`src/rtl/layer_pkg.sv`:
```
// Shared types and helpers for the parallel-MAC fully-connected layer.
// Optional build macro: LAYER_SAT_EN selects clamping instead of wrapping
// when the ReLU output is narrowed to the data width.
package layer_pkg;

  typedef enum logic [2:0] {
    IDLE,
    LOAD_X,
    MAC,
    DRAIN,
    OUT
  } state_t;

  // Widest accumulator relu_sat can take; callers sign-extend into this.
  localparam int ACC_MAX = 64;

  // ReLU followed by narrowing to t bits. The accumulator arrives
  // sign-extended to ACC_MAX bits; the caller keeps the low t bits.
  function automatic logic [ACC_MAX-1:0] relu_sat(input logic signed [ACC_MAX-1:0] acc,
                                                 input int t);
    logic [ACC_MAX-1:0] r;
`ifdef LAYER_SAT_EN
    logic signed [ACC_MAX-1:0] max_pos;
    max_pos = $signed((64'd1 << (t - 1)) - 64'd1);
    if (acc < 0) begin
      r = '0;
    end else if (acc > max_pos) begin
      r = max_pos;
    end else begin
      r = acc;
    end
`else
    if (acc < 0) begin
      r = '0;
    end else begin
      r = acc & ((64'd1 << t) - 64'd1);
    end
`endif
    return r;
  endfunction

endpackage

```
`src/rtl/layer_mac_lane.sv`:
```
// One multiply-accumulate lane: on the first data beat of a pass the
// accumulator is seeded with the sign-extended bias, every beat adds the
// sign-extended T x T product.
module layer_mac_lane #(
  parameter int T    = 16,
  parameter int ACCW = 36
) (
  input  logic                   clk,
  input  logic                   reset,
  input  logic                   init,
  input  logic                   en,
  input  logic signed [T-1:0]    x_val,
  input  logic signed [T-1:0]    w_val,
  input  logic signed [T-1:0]    b_val,
  output logic signed [ACCW-1:0] acc
);

  logic signed [2*T-1:0]  prod;
  logic signed [ACCW-1:0] prod_ext;
  logic signed [ACCW-1:0] base;

  assign prod     = x_val * w_val;
  assign prod_ext = {{(ACCW-2*T){prod[2*T-1]}}, prod};
  assign base     = init ? {{(ACCW-T){b_val[T-1]}}, b_val} : acc;

  // Accumulate one product per enabled beat.
  always_ff @(posedge clk or posedge reset) begin
    if (reset) begin
      acc <= '0;
    end else if (en) begin
      acc <= base + prod_ext;
    end
  end

endmodule

```
`src/rtl/layer_par_mac.sv`:
```
// Fully-connected layer y = ReLU(W*x + b) with P parallel MAC lanes.
// x arrives on a valid/ready stream and is kept in a local RAM; each pass
// replays it against P weight rows read from external 1-cycle ROMs, then
// streams the P results out. Build macro LAYER_SAT_EN: clamp results that
// exceed the T-bit positive range; otherwise the low T bits are kept.
//
// Handshake: a word moves on either stream only on a clock edge where
// valid && ready are both high; a producer holds valid and its data
// stable until that edge, and ready never depends on valid in this block.
module layer_par_mac
  import layer_pkg::*;
#(
  parameter int  M = 8,
  parameter int  N = 10,
  parameter int  T = 16,
  parameter int  P = 2,
  localparam int ACCW  = 2*T + $clog2(N+1),
  localparam int NPASS = M / P,
  localparam int WAW   = $clog2(NPASS*N),
  localparam int BAW   = (NPASS > 1) ? $clog2(NPASS) : 1
) (
  input  logic             clk,
  input  logic             reset,
  input  logic             s_valid,
  output logic             s_ready,
  input  logic [T-1:0]     data_in,
  output logic             m_valid,
  input  logic             m_ready,
  output logic [T-1:0]     data_out,
  output logic [WAW-1:0]   w_addr,
  input  logic [P*T-1:0]   w_data,
  output logic [BAW-1:0]   b_addr,
  input  logic [P*T-1:0]   b_data,
  output logic             busy
);

  localparam int KW = $clog2(N+1);
  localparam int XA = $clog2(N);
  localparam int LW = (P > 1) ? $clog2(P) : 1;

  if (M % P != 0) begin : g_bad_mp
    $error("layer_par_mac: M must be a multiple of P");
  end
  if (P < 1 || P > M) begin : g_bad_p
    $error("layer_par_mac: P must be in 1..M");
  end
  if (N < 2) begin : g_bad_n
    $error("layer_par_mac: N must be at least 2");
  end
  if (ACCW > ACC_MAX) begin : g_bad_accw
    $error("layer_par_mac: accumulator wider than relu_sat supports");
  end

  state_t               state;
  logic [KW-1:0]        k;
  logic [BAW-1:0]       pass;
  logic [LW-1:0]        out_lane;
  logic [LW-1:0]        ld_lane;
  logic                 x_last;
  logic                 x_wr_en;
  logic [XA-1:0]        x_wr_addr;
  logic [T-1:0]         x_wr_data;
  logic [T-1:0]         x_mem [N];
  logic signed [T-1:0]  x_q;
  logic                 mac_d1;
  logic                 first_d1;
  logic signed [ACCW-1:0] acc_all [P];
  logic signed [ACCW-1:0] acc_sel;
  logic [T-1:0]         y_next;

  assign b_addr = pass;
  assign busy   = (state != IDLE);

  // x RAM write port: accepted words land one cycle after the handshake.
  always_ff @(posedge clk) begin
    if (x_wr_en) begin
      x_mem[x_wr_addr] <= x_wr_data;
    end
  end

  // x RAM read port: address is the MAC step counter, data one cycle later
  // alongside the matching ROM word.
  always_ff @(posedge clk or posedge reset) begin
    if (reset) begin
      x_q <= '0;
    end else begin
      x_q <= $signed(x_mem[k[XA-1:0]]);
    end
  end

  for (genvar p = 0; p < P; p++) begin : g_lane
    layer_mac_lane #(
      .T    (T),
      .ACCW (ACCW)
    ) u_lane (
      .clk   (clk),
      .reset (reset),
      .init  (first_d1),
      .en    (mac_d1),
      .x_val (x_q),
      .w_val ($signed(w_data[p*T +: T])),
      .b_val ($signed(b_data[p*T +: T])),
      .acc   (acc_all[p])
    );
  end

  // Pick the lane to load into the output register next and reduce it.
  always_comb begin
    ld_lane = m_valid ? LW'(out_lane + 1'b1) : out_lane;
    acc_sel = acc_all[0];
    for (int p = 1; p < P; p++) begin
      if (ld_lane == LW'(p)) begin
        acc_sel = acc_all[p];
      end
    end
    y_next = T'(relu_sat(ACC_MAX'(acc_sel), T));
  end

  // Control FSM with registered handshake outputs and ROM addresses.
  always_ff @(posedge clk or posedge reset) begin
    if (reset) begin
      state     <= IDLE;
      s_ready   <= 1'b0;
      m_valid   <= 1'b0;
      data_out  <= '0;
      w_addr    <= '0;
      pass      <= '0;
      k         <= '0;
      out_lane  <= '0;
      x_last    <= 1'b0;
      x_wr_en   <= 1'b0;
      x_wr_addr <= '0;
      x_wr_data <= '0;
      mac_d1    <= 1'b0;
      first_d1  <= 1'b0;
    end else begin
      x_wr_en  <= 1'b0;
      mac_d1   <= (state == MAC);
      first_d1 <= (state == MAC) && (k == '0);
      case (state)
        IDLE: begin
          s_ready <= 1'b1;
          if (s_valid && s_ready) begin
            x_wr_en   <= 1'b1;
            x_wr_addr <= '0;
            x_wr_data <= data_in;
            k         <= KW'(1);
            state     <= LOAD_X;
          end
        end
        LOAD_X: begin
          if (x_last) begin
            // Final write has committed; start the first pass.
            x_last <= 1'b0;
            k      <= '0;
            w_addr <= '0;
            pass   <= '0;
            state  <= MAC;
          end else if (s_valid && s_ready) begin
            x_wr_en   <= 1'b1;
            x_wr_addr <= k[XA-1:0];
            x_wr_data <= data_in;
            k         <= k + 1'b1;
            if (k == KW'(N-1)) begin
              x_last  <= 1'b1;
              s_ready <= 1'b0;
            end
          end
        end
        MAC: begin
          if (k == KW'(N-1)) begin
            k     <= '0;
            state <= DRAIN;
          end else begin
            k      <= k + 1'b1;
            w_addr <= w_addr + 1'b1;
          end
        end
        DRAIN: begin
          out_lane <= '0;
          state    <= OUT;
        end
        OUT: begin
          if (!m_valid) begin
            data_out <= y_next;
            m_valid  <= 1'b1;
          end else if (m_ready) begin
            if (out_lane == LW'(P-1)) begin
              m_valid  <= 1'b0;
              out_lane <= '0;
              if (pass == BAW'(NPASS-1)) begin
                pass    <= '0;
                w_addr  <= '0;
                s_ready <= 1'b1;
                state   <= IDLE;
              end else begin
                // w_addr holds pass*N+N-1, so +1 is the next pass base.
                pass   <= pass + 1'b1;
                w_addr <= w_addr + 1'b1;
                k      <= '0;
                state  <= MAC;
              end
            end else begin
              out_lane <= out_lane + 1'b1;
              data_out <= y_next;
            end
          end
        end
        default: state <= IDLE;
      endcase
    end
  end

endmodule

```
`config.mk`:
```
export PLATFORM = sky130hd
export DESIGN_NAME = layer_par_mac
export DESIGN_NICKNAME = d
export VERILOG_FILES = /design/src/rtl/layer_pkg.sv /design/src/rtl/layer_mac_lane.sv /design/src/rtl/layer_par_mac.sv
export SDC_FILE = /design/constraint.sdc
export NUM_CORES = 2
export LEC_CHECK = 0
export BUFFER_PORTS_ARGS = -buffer_cell sky130_fd_sc_hd__buf_4
export CAP_MARGIN = 20
export CORE_ASPECT_RATIO = 1.2
export CORE_MARGIN = 4
export CORE_UTILIZATION = 35
export DETAILED_ROUTE_END_ITERATION = 10
export PLACE_DENSITY_LB_ADDON = 0.12
export SYNTH_ARGS = -nofsm -noshare
export SYNTH_HDL_FRONTEND = slang
export SYNTH_SLANG_ARGS = --single-unit
```
`constraint.sdc`:
```
create_clock -name clk -period 6.7 [get_ports clk]
set_clock_uncertainty 0.1 [all_clocks]
set_input_delay 1.005 -clock clk [delete_from_list [all_inputs] [get_ports clk]]
set_output_delay 1.005 -clock clk [all_outputs]
set_load 0.05 [all_outputs]
```
# After elaboration in Yosys (flattened, before gate mapping)
# Memory sizes are Yosys's and may differ from the RTL's. A register that Yosys moved wholly into a read port is not among the register bits.
# Cells that the tools add are included.
[totals] register_bits=130 out_inout_bits=27 in_bits=84 n_memories=1 ram_bits=160
[mem_list] name="x_mem" depth=10 width=16 read_ports=1 rd_clocked_by_memory_dff=1 write_ports=1 line_no="layer_par_mac.sv:63" rtl="logic [T-1:0] x_mem [N];"
[classes] muxes=68 n_addsub=6 n_mul=2 eq_ne=21 n_reduce_logical=20 n_lt_le_gt_ge=1
[ops] cell="$mux 36" count=3
[ops] cell="$mux 16" count=6
[ops] cell="$add 36x32->36" count=2
[ops] cell="$mul 16x16->32" count=2
[ops] cell="$mux 4" count=11
[ops] cell="$lt 36x1->1 const B" count=1
[ops] cell="$mux 6" count=6
[ops] cell="$pmux 16 s2" count=1
[ops] cell="$ne 2x2->1 const B" count=12
[ops] cell="$mux 1" count=21
[ops] cell="$mux 3" count=6
[ops] cell="$pmux 6 s3" count=1
[ops] cell="$pmux 4 s4" count=1
[ops] cell="$pmux 3 s5" count=1
[ops] cell="$mux 2" count=6
[ops] cell="$reduce_and 6->1" count=2
[ops] cell="$reduce_bool 3->1" count=3
[ops] cell="$pmux 4 s2" count=1
[ops] cell="$reduce_and 8->1" count=1
[ops] cell="$reduce_and 7->1" count=1
[ops] cell="$add 6x1->6 const B" count=1
[ops] cell="$eq 3x2->1 const B" count=2
[ops] cell="$reduce_and 3->1" count=2
[ops] cell="$reduce_bool 2->1" count=3
[ops] cell="19 further kinds" count=22

# Depth between registers and ports, before layout
[logic_depth] word_depth=8 mapped_depth=25

# Cells and area by module
# Synthesis repeated with hierarchy kept, for this count alone.
[hier_totals] hier_cells=3439 hier_area_um2=36403.7
[by_module_without_submodules] module="layer_mac_lane (g_lane[1].u_lane)" area_each_um2=13584.3 cells_per_inst=1443 n_inst=1 seq_area_each_um2=900.9
[by_module_without_submodules] module="layer_mac_lane (g_lane[0].u_lane)" area_each_um2=13427.9 cells_per_inst=1437 n_inst=1 seq_area_each_um2=900.9
[by_module_without_submodules] module="layer_par_mac" area_each_um2=9391.5 cells_per_inst=559 n_inst=1 seq_area_each_um2=6656.4

# Worst setup path before layout
# OpenSTA, ideal clock, no wires.
[synth_path] kind="input -> register" startpoint="input port w_data[1]" endpoint="register g_lane[0].u_lane.acc[35]" setup_time_ns=0.069 t_arrival_ns=6.635 slack_ns=-0.105 stages=21 path_cell_list="clkbuf_1 > nand2_1 > fa_1 > fa_1 > fa_1 > inv_1 > fa_1 > fa_1 > inv_1 > fa_1 > inv_1 > ha_1 > nand2_2 > nor2_4 > nand3_2 > or3_1 > o32ai_2 > o2111ai_2 > a21o_1 > a311o_1 > nand3_1"
[synth_between] elab_chain_len=2
[synth_lines] item="start, declared" line_no="layer_par_mac.sv:31" rtl="input logic [P*T-1:0] w_data,"
[synth_lines] item="$mul 16x16->32" line_no="layer_mac_lane.sv:22" rtl="assign prod = x_val * w_val;"
[synth_lines] item="$add 36x32->36" line_no="layer_mac_lane.sv:31" rtl="acc <= base + prod_ext;"
[synth_lines] item="end signal, assigned" line_no="layer_mac_lane.sv:31"
[synth_lines] item="end, declared" line_no="layer_mac_lane.sv:15" rtl="output logic signed [ACCW-1:0] acc"
# No other way between the ends.
# A chain may end at the register's enable or synchronous reset.

# Final worst setup path
[layout_path] startpoint="input port w_data[5]" endpoint="register g_lane[0].u_lane.acc[33]"
# The elaborated chain is that of the path after synthesis.

==> results.toml <==
[status]
status = "finished, final reports clean"

[worst_setup_path]
end_kind = "flip-flop"
critical_path_required_ns = 7.05
cp-start-kind = "input port"
cp_slowest_cell = "fa_1"
path_cells = "buf_4 > buf_4 > and2_1 > inv_1 > fa_1 > fa_2 > fa_1 > inv_1 > fa_1 > fa_1 > inv_1 > fa_1 > inv_1 > ha_1 > a21oi_1 > nor2_1 > a211oi_1 > a32oi_1 > o2111ai_2 > a21oi_1 > a2111oi_1 > o31ai_1"
crit_type = "input port to flip-flop"
cp_max_fo = 8
cp_data_arrival_time_ns = 6.72
path_delay_family = "adder cells"
path_common_cell = "fa_1"
path_buf_inv = 6
max_stage_delay_ns = 0.56

[global_routing]
grt_overflow = 0
grt_pass1_vias = 27300
grt_max_degree = 87
grt_use_total_pct = 18.2
grt_antenna_before_repair = 4
grt_pass1_wl_um = 152000

[synth]
ys.flop_type = "edfxtp_1"
avgSynthCellArea_um2 = 10.5
syn_area_um2 = 35800
ys_types = 74
ys_seq_area_share_pct = 23.6
synth_warnings = 0
async_flop_share_pct = 47.7
synth_seq_cells = 306
synth_edf_count = 160
synth_cells = 3426
syn_nets = 4358

[floorplan]
die_area_um2 = 108000
rows = 128
initial_core_util_pct = 35.3
core_um2 = 102000
dieWidth_um = 300
fp.dieH_um = 358
io_pins = 111

[sta]
min_period_over_period_pct = 95.0
fmax_mhz = 157
setup_viol = 0
fin_crit_ns = 6.36
tightest_slew_ns = 0.830
maxSlewHeadroom_pct = 44.4
grt_setup_unrepaired = "false"
slew_violations = 0
hold_viol = 0

[clocking]
clk_pin_slew_ns = 0.06
cts_buffers = 39
htree_levels = 2
insertion_delay_ns = 0.62
clock_sinks = 306
cts_hold_buf = 0
cts_root_buffer = "clkbuf_16"
cts_tree = "yes"
max-clock-path-buffers = 3

[layout]
fill_cells = 10200
syn_to_final_growth_pct = 16.1
final_cell_count_no_fill = 5106
seq_area_um2 = 8470
drive_gt1_share_pct = 15.4
nets = 4639
multi_input_area_um2 = 24000

[placed_design]
hpwl_um = 75000
dp_cells = 5028
io_buffers = 110
gp_congestion = 0.798

[detailed_routing]
vias = 23900
firstDrtPassIters = 5
drtIter0Drc = 890
wl_per_cell_um = 18.3
vias_per_cell = 4.69
ant_nets = 0
drt-total-wl_um = 93600
drc = 0

[hold_path]
hold_class = "input port to asynchronous set/reset pin"

[run]
cap_viol_max_count = 0
## sequential cells by signal (all words and copies together) (netlist names)
signal,flops
first_d1,1
m_valid,1
data_out,16
x_q,16
x_last,1
mac_d1,1
w_addr,6
x_wr_en,1
x_mem,160
x_wr_data,16
b_addr,2
k,4
state,3
g_lane.u_lane.acc,72
x_wr_addr,4
s_ready,1
out_lane,1
## cells in the mapped netlist, drive strengths merged, types with 17 or more instances
cell,n,area (µm²)
o21ai,99,499
nor3,17,85.1
dfrtp,146,3650
clkbuf,133,500
mux2,57,642
a21oi,83,415
and2,249,1560
inv,763,2860
nand2,378,1420
ha,220,2750
edfxtp,160,4800
a21o,21,158
a211oi,23,173
nor2,75,292
xnor2,55,482
o31ai,31,260
mux2i,51,510
mux4,32,721
nor2b,36,225
fa,628,12600
nand3,19,100
## through the flow
step	setup TNS, ns	worst slack [ns]	instance area (µm²)	utilization [%]	hold slack (ns)
after global placement	-3.18	-0.230	40100	39.5	0.361
after detailed placement	-4.10	-0.325	40100	39.5	0.368
after CTS	0	0.218	41500	40.9	0.347
after floorplan	0	0.0148	35800	-	0.352
after global routing	0	0.00379	41600	41.0	0.367
final	0	0.337	41600	41.0	0.343
## cells in the final DEF (no fill, tap or decap), drive strengths merged, types with 83 or more instances in the layout
cell type,synthesis,routed
and2,249,249
inv,763,763
ha,220,220
edfxtp,160,160
nand2,378,378
buf,9,381
o21ai,99,99
fa,628,628
a21oi,83,83
dfrtp,146,146
## cells by family after synthesis
family                     synth area share (%)
and+or+nand+nor                            11.1
buffers and inverters                      9.52
muxes                                      5.23
xor gates and xnor gates                   1.74
adders and majority gates                  42.8
AOI/OAI and AO/OA                          5.98
DFF                                        23.6
## final cells by class
type | instances | share of cell area, %
Multi-Input combinational cell | 2213 | 57.7
Sequential cell | 306 | 20.4
Timing Repair Buffer | 382 | 7.58
Inverter | 765 | 6.91
Tap cell | 1365 | 4.11
Clock buffer | 48 | 2.60
Clock inverter | 24 | 0.740
Antenna cell | 3 | 0.0180
## final timing paths
kind,from,end,slack [ns],cells past startpoint
max,w_data[5],g_lane[0].u_lane.acc[33]$_DFFE_PP0P_,0.34,22
min,reset,w_addr[0]$_DFFE_PP0P_,0.34,2
max reg2reg,x_q[15]$_DFF_PP0_,g_lane[1].u_lane.acc[34]$_DFFE_PP0P_,0.35,22
min reg2reg,data_out[12]$_DFFE_PP0P_,data_out[12]$_DFFE_PP0P_,0.37,2
max in group asynchronous,reset,g_lane[0].u_lane.acc[32]$_DFFE_PP0P_,5.10,3
min in group clk,data_out[12]$_DFFE_PP0P_,data_out[12]$_DFFE_PP0P_,0.37,2
## layer usage
layer	GRT usage [%]	share of wire, %	up-vias
met2	35.1	54	284
met1	21.5	40	12400
met3	2.16	3.0	95
li1	-	-	11200
met4	4.50	2.6	0
met5	0	0	-
## what timing repair did
action / 4_1_cts / 5_1_grt
setup endpoints to repair: 0 / 11
buffers inserted: 0 / 1
gates resized for setup: 0 / 9
Power is left out: the tool's default activity adds up to more than one toggle a clock period on the data nets, which glitch-free logic cannot reach.
